[config.mk]
export PLATFORM = sky130hd
export DESIGN_NAME = rotary_value_sched_flat
export DESIGN_NICKNAME = d
export VERILOG_FILES = /design/src/rtl/rotary_value_sched_if.sv /design/src/rtl/rotary_value_sched.sv /design/src/flat_wrapper.sv
export SDC_FILE = /design/constraint.sdc
export NUM_CORES = 1
export LEC_CHECK = 0
export ABC_AREA = 0
export CAP_MARGIN = 5
export CORE_ASPECT_RATIO = 0.5
export CORE_MARGIN = 4
export CORE_UTILIZATION = 54
export DETAILED_ROUTE_END_ITERATION = 16
export GPL_ROUTABILITY_DRIVEN = 1
export MAX_ROUTING_LAYER = met4
export PLACE_DENSITY_LB_ADDON = 0.1
export SLEW_MARGIN = 20
export SYNTH_ARGS = -nofsm -noshare
export SYNTH_HDL_FRONTEND = slang
export SYNTH_SLANG_ARGS = --single-unit
[constraint.sdc]
create_clock -name clk_clk -period 7.2 [get_ports clk_clk]
set_clock_uncertainty 0.15 [all_clocks]
set_input_delay 1.44 -clock clk_clk [delete_from_list [all_inputs] [get_ports clk_clk]]
set_output_delay 1.44 -clock clk_clk [all_outputs]
set_load 0.05 [all_outputs]
[src/rtl/rotary_value_sched_if.sv]
// Shared host update port: one offer at a time, valid/ready handshake.
interface rotary_value_sched_if #(
  parameter int VAL_W = 8
);
  logic             upd_valid;
  logic             upd_chan;
  logic [VAL_W-1:0] upd_value;
  logic             upd_ready;

  modport master (
    output upd_valid,
    output upd_chan,
    output upd_value,
    input  upd_ready
  );

  modport slave (
    input  upd_valid,
    input  upd_chan,
    input  upd_value,
    output upd_ready
  );
endinterface

[src/rtl/rotary_value_sched.sv]
// Two rotary channels accumulate steps into display values and
// share one round-robin update port toward the host.
module rotary_value_sched #(
  parameter int CNT_W = 4,
  parameter int VAL_W = 8
) (
  input  logic                 clk_clk,
  input  logic                 reset_reset_n,
  input  logic                 left_cw,
  input  logic                 left_ccw,
  input  logic                 right_cw,
  input  logic                 right_ccw,
  input  logic [15:0]          buttons,
  rotary_value_sched_if.master upd,
  output logic [VAL_W-1:0]     hex_left,
  output logic [VAL_W-1:0]     hex_right
);
  typedef enum logic [1:0] {
    IDLE,
    APPLY,
    OFFER
  } state_e;

  localparam logic signed [CNT_W:0] PMAX =
    (CNT_W+1)'(2**(CNT_W-1)-1);
  localparam logic signed [CNT_W:0] PMIN = -PMAX;

  state_e                state_q, state_d;
  logic                  grant_q, grant_d;
  logic                  last_q, last_d;
  logic [1:0]            btn_q;
  logic [1:0]            clr_q, clr_d;
  logic [1:0][CNT_W-1:0] pend_q, pend_d;
  logic [1:0][VAL_W-1:0] val_q, val_d;
  logic [1:0][CNT_W-1:0] dlt;
  logic [1:0]            rise, work, cw, ccw;
  logic                  unused_btn;

  assign unused_btn = ^buttons[15:2];
  assign cw   = {right_cw, left_cw};
  assign ccw  = {right_ccw, left_ccw};
  assign rise = buttons[1:0] & ~btn_q;

  function automatic logic [CNT_W-1:0] sat_add(
    input logic [CNT_W-1:0] p,
    input logic [CNT_W-1:0] d
  );
    logic signed [CNT_W:0] s;
    s = $signed({p[CNT_W-1], p}) + $signed({d[CNT_W-1], d});
    if (s > PMAX) s = PMAX;
    else if (s < PMIN) s = PMIN;
    return s[CNT_W-1:0];
  endfunction

  always_comb begin
    for (int c = 0; c < 2; c++) begin
      dlt[c]  = '0;
      work[c] = (pend_q[c] != '0) || clr_q[c];
      if (cw[c] && !ccw[c]) dlt[c] = CNT_W'(1);
      else if (ccw[c] && !cw[c]) dlt[c] = '1;
    end
  end

  always_comb begin
    state_d = state_q;
    grant_d = grant_q;
    last_d  = last_q;
    clr_d   = clr_q;
    pend_d  = pend_q;
    val_d   = val_q;
    // a button edge wins over both the step and the APPLY hand-off
    for (int c = 0; c < 2; c++) begin
      if (rise[c]) begin
        pend_d[c] = '0;
        clr_d[c]  = 1'b1;
      end else if (state_q == APPLY && grant_q == 1'(c)) begin
        pend_d[c] = dlt[c];
        clr_d[c]  = 1'b0;
      end else begin
        pend_d[c] = sat_add(pend_q[c], dlt[c]);
      end
    end
    unique case (state_q)
      IDLE: begin
        if (|work) begin
          state_d = APPLY;
          grant_d = (&work) ? ~last_q : work[1];
        end
      end
      APPLY: begin
        state_d = OFFER;
        if (clr_q[grant_q]) begin
          val_d[grant_q] = '0;
        end else begin
          val_d[grant_q] = val_q[grant_q] +
            {{(VAL_W-CNT_W){pend_q[grant_q][CNT_W-1]}},
             pend_q[grant_q]};
        end
      end
      OFFER: begin
        if (upd.upd_ready) begin
          last_d  = grant_q;
          state_d = IDLE;
        end
      end
      default: state_d = IDLE;
    endcase
  end

  always_ff @(posedge clk_clk or negedge reset_reset_n) begin
    if (!reset_reset_n) begin
      state_q <= IDLE;
      grant_q <= 1'b0;
      last_q  <= 1'b1;
      btn_q   <= '0;
      clr_q   <= '0;
      pend_q  <= '0;
      val_q   <= '0;
    end else begin
      state_q <= state_d;
      grant_q <= grant_d;
      last_q  <= last_d;
      btn_q   <= buttons[1:0];
      clr_q   <= clr_d;
      pend_q  <= pend_d;
      val_q   <= val_d;
    end
  end

  assign upd.upd_valid = (state_q == OFFER);
  assign upd.upd_chan  = grant_q;
  assign upd.upd_value = val_q[grant_q];
  assign hex_left      = val_q[0];
  assign hex_right     = val_q[1];
endmodule
[src/flat_wrapper.sv]
// flat-port wrapper written by rule: the top's interface ports become plain ports
module rotary_value_sched_flat 
#(
  parameter int CNT_W = 4,
  parameter int VAL_W = 8
)
  (clk_clk, reset_reset_n, left_cw, left_ccw, right_cw, right_ccw, buttons, hex_left, hex_right, upd_upd_valid, upd_upd_chan, upd_upd_value, upd_upd_ready);
  rotary_value_sched_if #(.VAL_W(VAL_W)) upd_i ();
  input  logic clk_clk;
  input  logic reset_reset_n;
  input  logic left_cw;
  input  logic left_ccw;
  input  logic right_cw;
  input  logic right_ccw;
  input  logic [15:0] buttons;
  output logic [VAL_W-1:0] hex_left;
  output logic [VAL_W-1:0] hex_right;
  output wire logic [$bits(upd_i.upd_valid)-1:0] upd_upd_valid;
  output wire logic [$bits(upd_i.upd_chan)-1:0] upd_upd_chan;
  output wire logic [$bits(upd_i.upd_value)-1:0] upd_upd_value;
  input wire logic [$bits(upd_i.upd_ready)-1:0] upd_upd_ready;
  assign upd_upd_valid = upd_i.upd_valid;
  assign upd_upd_chan = upd_i.upd_chan;
  assign upd_upd_value = upd_i.upd_value;
  assign upd_i.upd_ready = upd_upd_ready;
  rotary_value_sched #(.CNT_W(CNT_W), .VAL_W(VAL_W)) u_core (.clk_clk(clk_clk), .reset_reset_n(reset_reset_n), .left_cw(left_cw), .left_ccw(left_ccw), .right_cw(right_cw), .right_ccw(right_ccw), .buttons(buttons), .upd(upd_i), .hex_left(hex_left), .hex_right(hex_right));
endmodule
## Word-level counts from Yosys, hierarchy flattened

Cells that the tools add are included.

| storage, ports and cells | value |
|---|---|
| flip-flop bits (word level) | 32 |
| output and inout bits | 26 |
| logic and storage cells | 82 |

| cells by class | value |
|---|---|
| add/subtract/negate cells | 3 |
| magnitude comparators | 6 |
| equal/unequal tests | 4 |
| mux-type cells | 30 |
| bitwise gates (word level) | 6 |
| reductions and logical operators | 23 |

Operator list:

| operator | count |
|---|---|
| 4-bit two-way mux | 14 |
| 8-bit two-way mux | 3 |
| 16-bit AND | 1 |
| 16-bit bitwise mux | 1 |
| 16-bit two-way mux | 1 |
| 16-bit inverter | 1 |
| 4-bit by 4-bit adder with 5-bit output | 2 |
| 5-bit by 4-bit > comparator with 1-bit output, second input constant | 2 |
| 5-bit by 4-bit < comparator with 1-bit output, second input constant | 2 |
| 8-bit adder | 1 |
| 8-bit demux with 1-bit select | 1 |
| 2-bit AND reduction | 4 |
| 4-bit nonzero test | 2 |
| 1-bit logical AND | 7 |
| 1-bit two-way mux | 7 |
| 2-bit one-hot mux with 3 select lines | 1 |
| 1-bit logical NOT | 4 |
| 2-bit two-way mux | 2 |
| 2-bit by 1-bit inequality test with 1-bit output, second input constant | 2 |
| 2-bit nonzero test | 2 |
| 2-bit AND | 1 |
| 2-bit by 1-bit == test with 1-bit output, second input constant | 1 |
| 2-bit == test, second input constant | 1 |
| 2-bit logical NOT | 1 |
| other kinds (6) | 8 |

## Depth between registers and ports, before layout

| logic depth | value |
|---|---|
| depth after elaboration | 10 |
| mapped depth | 12 |
| mapped depth without buffers | 11 |

## Worst setup path before layout

No wires, ideal clock.

| path | value |
|---|---|
| path type | register to output |
| start | reg u_core.grant_q, in the netlist u_core.upd.upd_chan |
| end | out upd_upd_value[7] |
| arrival time | 2133 ps |
| required time | 5610 ps |
| slack | 3477 ps |
| stages on the path, launching flop included | 4 |
| path buffers | 2 |
| path through | dfrtp_1 -> buf_2 -> clkbuf_1 -> o21ai_0 |

| on the way | value |
|---|---|
| longest elaborated chain between the ends | 2 |

Ends and longest elaborated chain:

| what | RTL line | RTL |
|---|---|---|
| start, declared | rotary_value_sched.sv:29 | `logic grant_q, grant_d;` |
| start signal, assigned | rotary_value_sched.sv:121 | `grant_q <= grant_d;` |
| 8-bit two-way mux (implied by the code) (2 in series) | rotary_value_sched.sv:132 | `assign upd.upd_value = val_q[grant_q];` |
| end, declared | flat_wrapper.sv:20 | `output wire logic [$bits(upd_i.upd_value)-1:0] upd_upd_value;` |

No other way between the ends. The select of a mux whose other input is x is not followed.

==> impl_metrics.json <==
{
  "wl_per_cell_um": 15.0,
  "cts_root_buffer": "clkbuf_8",
  "period_minus_slack_ps": 3960,
  "hp-class": "flip-flop to flip-flop",
  "floorplan.die.width_um": 97.9,
  "yosysTopAreaCell": "dfrtp_1",
  "drc_errors": 0,
  "p_leak_nw": 1.14,
  "yosysSeqAreaShare": 0.368,
  "fp-row-count": 15,
  "tightest_slew_ps": 752,
  "slew_headroom": 0.497,
  "core_area_sq_um": 3660,
  "total_power_mw": 1.34,
  "fmax_mhz": 252,
  "cts_max_level": 2,
  "synth_fp_nets": 279,
  "grt.total_usage": 0.205,
  "layout_commonest_cell": "clkdlybuf4s50_1",
  "ir_worst_vdd_mv": 0.220,
  "antenna_cells": 0,
  "fin_crit_sh": 0.550,
  "dp_hpwl_um": 3740,
  "setup_violations": 0,
  "die_y_um": 52.9,
  "io_buffers": 34,
  "cts_inserted_buffers": 5,
  "syn2layout_area_growth_pct": 20.7,
  "path_max_fanout": 3,
  "grt_first_pass_wirelength_um": 8110,
  "synth_top_cell_area_share": 0.356,
  "ys_types": 48,
  "grt_max_degree": 33,
  "hold_viol": 0,
  "via_per_inst": 5.74,
  "power.density_nw_per_um2": 509,
  "synth_area_leaders": "dfrtp_1 36%, ha_1 8.6%, mux2_2 5.2%",
  "vias": 1854,
  "fill_cells": 285,
  "yosysWarningCount": 0,
  "antenna_found_initial": 0,
  "first_global_vias": 1749,
  "finalMaxSlewViolations": 0,
  "io_pins": 49,
  "cts.sinks": 32,
  "drtIter0Drc": 94,
  "cts_hold_buf": 0,
  "postSynth.asyncResetShare": 1.00,
  "rsz0062_at_grt": "no",
  "synth_seq_cells": 32,
  "gp_congestion": 0.921,
  "avgSynthCellArea_sq_um": 9.16,
  "start_kind": "input port",
  "outcome": "finished clean",
  "critPathArrivalTime_ps": 3950,
  "path_class": "input port to flip-flop",
  "place_ws_ps": 2980,
  "synth_ff_type": "dfrtp_1",
  "synth_edf_count": 0,
  "grt_overflow": 0,
  "final_cell_mix": "34 x clkdlybuf4s50_1, 31 x dfrtp_1, 23 x nand2_1",
  "start_util": 0.596,
  "fin_ws_ps": 3240,
  "cts_buffer_depth": 2,
  "drive_above_1_share": 0.0882,
  "path_clk_slew_ps": 70,
  "end_kind": "flip-flop",
  "ctsResizeCount": 0,
  "setup_tns_ps": 0,
  "cts_tree": "done",
  "insertion_delay_ps": 280,
  "ant_nets": 0,
  "wl_um": 4840,
  "cap_violations": 0,
  "synth_cells": 238,
  "netlist_area_sq_um": 2180,
  "nets": 312,
  "drt_first_pass_iters": 4,
  "post_cts_buffers": 0,
  "die_area_sq_um": 5180,
  "critPathRequiredTime_ps": 7190
}
-- worst max-delay path: stages --
cell             delay (ps)
clkdlybuf4s50_1         460
inv_1                    50
ha_1                    290
inv_1                    80
ha_1                    170
inv_1                    60
fa_1                    420
xnor2_1                 160
xnor2_1                 250
nor2_1                   70
a2111oi_0               410
nor3_1                  100
-- through the flow --
step	area, sq um	hold slack (ps)	utilization	instances
2_1_floorplan	2180	325	-	238
3_3_place_gp	2550	332	0.697	315
3_5_place_dp	2550	342	0.697	315
4_1_cts	2630	355	0.719	323
5_1_grt	2630	382	0.719	323
6_report	2630	355	0.719	323
-- state kept, by name (all words and copies together) (netlist names) --
| name | count |
|---|---|
| u_core.upd.upd_chan | 1 |
| u_core.clr_q | 2 |
| u_core.hex_left | 8 |
| u_core.hex_right | 8 |
| u_core.last_q | 1 |
| u_core.btn_q | 2 |
| u_core.pend_q | 8 |
| u_core.state_q | 2 |
-- worst paths after layout --
| kind | end | startpoint | depth (start not counted) | slack (ps) |
|---|---|---|---|---|
| setup / recovery | u_core.pend_q[4] | right_cw | 12 | 3240 |
| hold / removal | u_core.hex_right[1] | u_core.hex_right[1] | 2 | 360 |
| setup reg to reg | u_core.hex_left[7] | u_core.upd.upd_chan | 7 | 4080 |
| hold reg to reg | u_core.hex_right[1] | u_core.hex_right[1] | 2 | 360 |
| max in group asynchronous | u_core.last_q | reset_reset_n | 2 | 5160 |
| min in group asynchronous | u_core.upd.upd_chan | reset_reset_n | 2 | 1420 |
-- area by class of cell --
| type | instances | area [sq um] | area share |
|---|---|---|---|
| timing repair buffer | 35 | 348 | 0.132 |
| sequential | 32 | 802 | 0.305 |
| inverter | 18 | 67.6 | 0.0257 |
| clock buffer | 7 | 76.3 | 0.0290 |
| tap | 51 | 63.8 | 0.0243 |
| clock inverter | 1 | 5.00 | 0.00190 |
| multi-input combinational | 179 | 1270 | 0.482 |
-- power by group --
group,internal (mW),switching (mW),total [mW]
Sequential,0.254,0.0999,0.353
Clock,0.0677,0.0625,0.130
Combinational,0.332,0.523,0.855
-- cell usage after synthesis, types with 2 or more instances --
cell,instances
a211oi_1,3
a21o_1,2
a21oi_1,15
a22o_1,8
a31oi_1,2
and2_1,2
and3_1,3
clkbuf_1,6
dfrtp_1,31
fa_1,3
ha_1,15
inv_1,17
mux2_2,10
nand2_1,23
nand2b_1,8
nand3_1,5
nand3b_1,3
nand4_1,2
nor2_1,12
nor2b_1,4
nor3_1,6
nor4b_1,3
o2111ai_1,2
o21ai_0,18
o31ai_1,3
or2_2,2
or4_1,2
xnor2_1,7
xor2_1,2
-- cells by family after synthesis --
logic type | Yosys count | share of synthesized area
AOI/OAI and AO/OA | 62 | 0.185
xor gates and xnor gates | 9 | 0.0361
DFF | 32 | 0.368
and+or+nand+nor | 80 | 0.195
muxes | 10 | 0.0516
adders and majority gates | 18 | 0.114
buffers and inverters | 27 | 0.0505
-- routing by layer --
layer  vias to the layer above  global-route usage  part of all wire
met5                         -                   -                 0
li1                        922                   -                 -
met4                         0              0.0598             0.011
met1                       882               0.274              0.50
met3                         6              0.0434             0.050
met2                        44               0.319              0.44
Note: power is estimated with default switching activity, not from simulation.
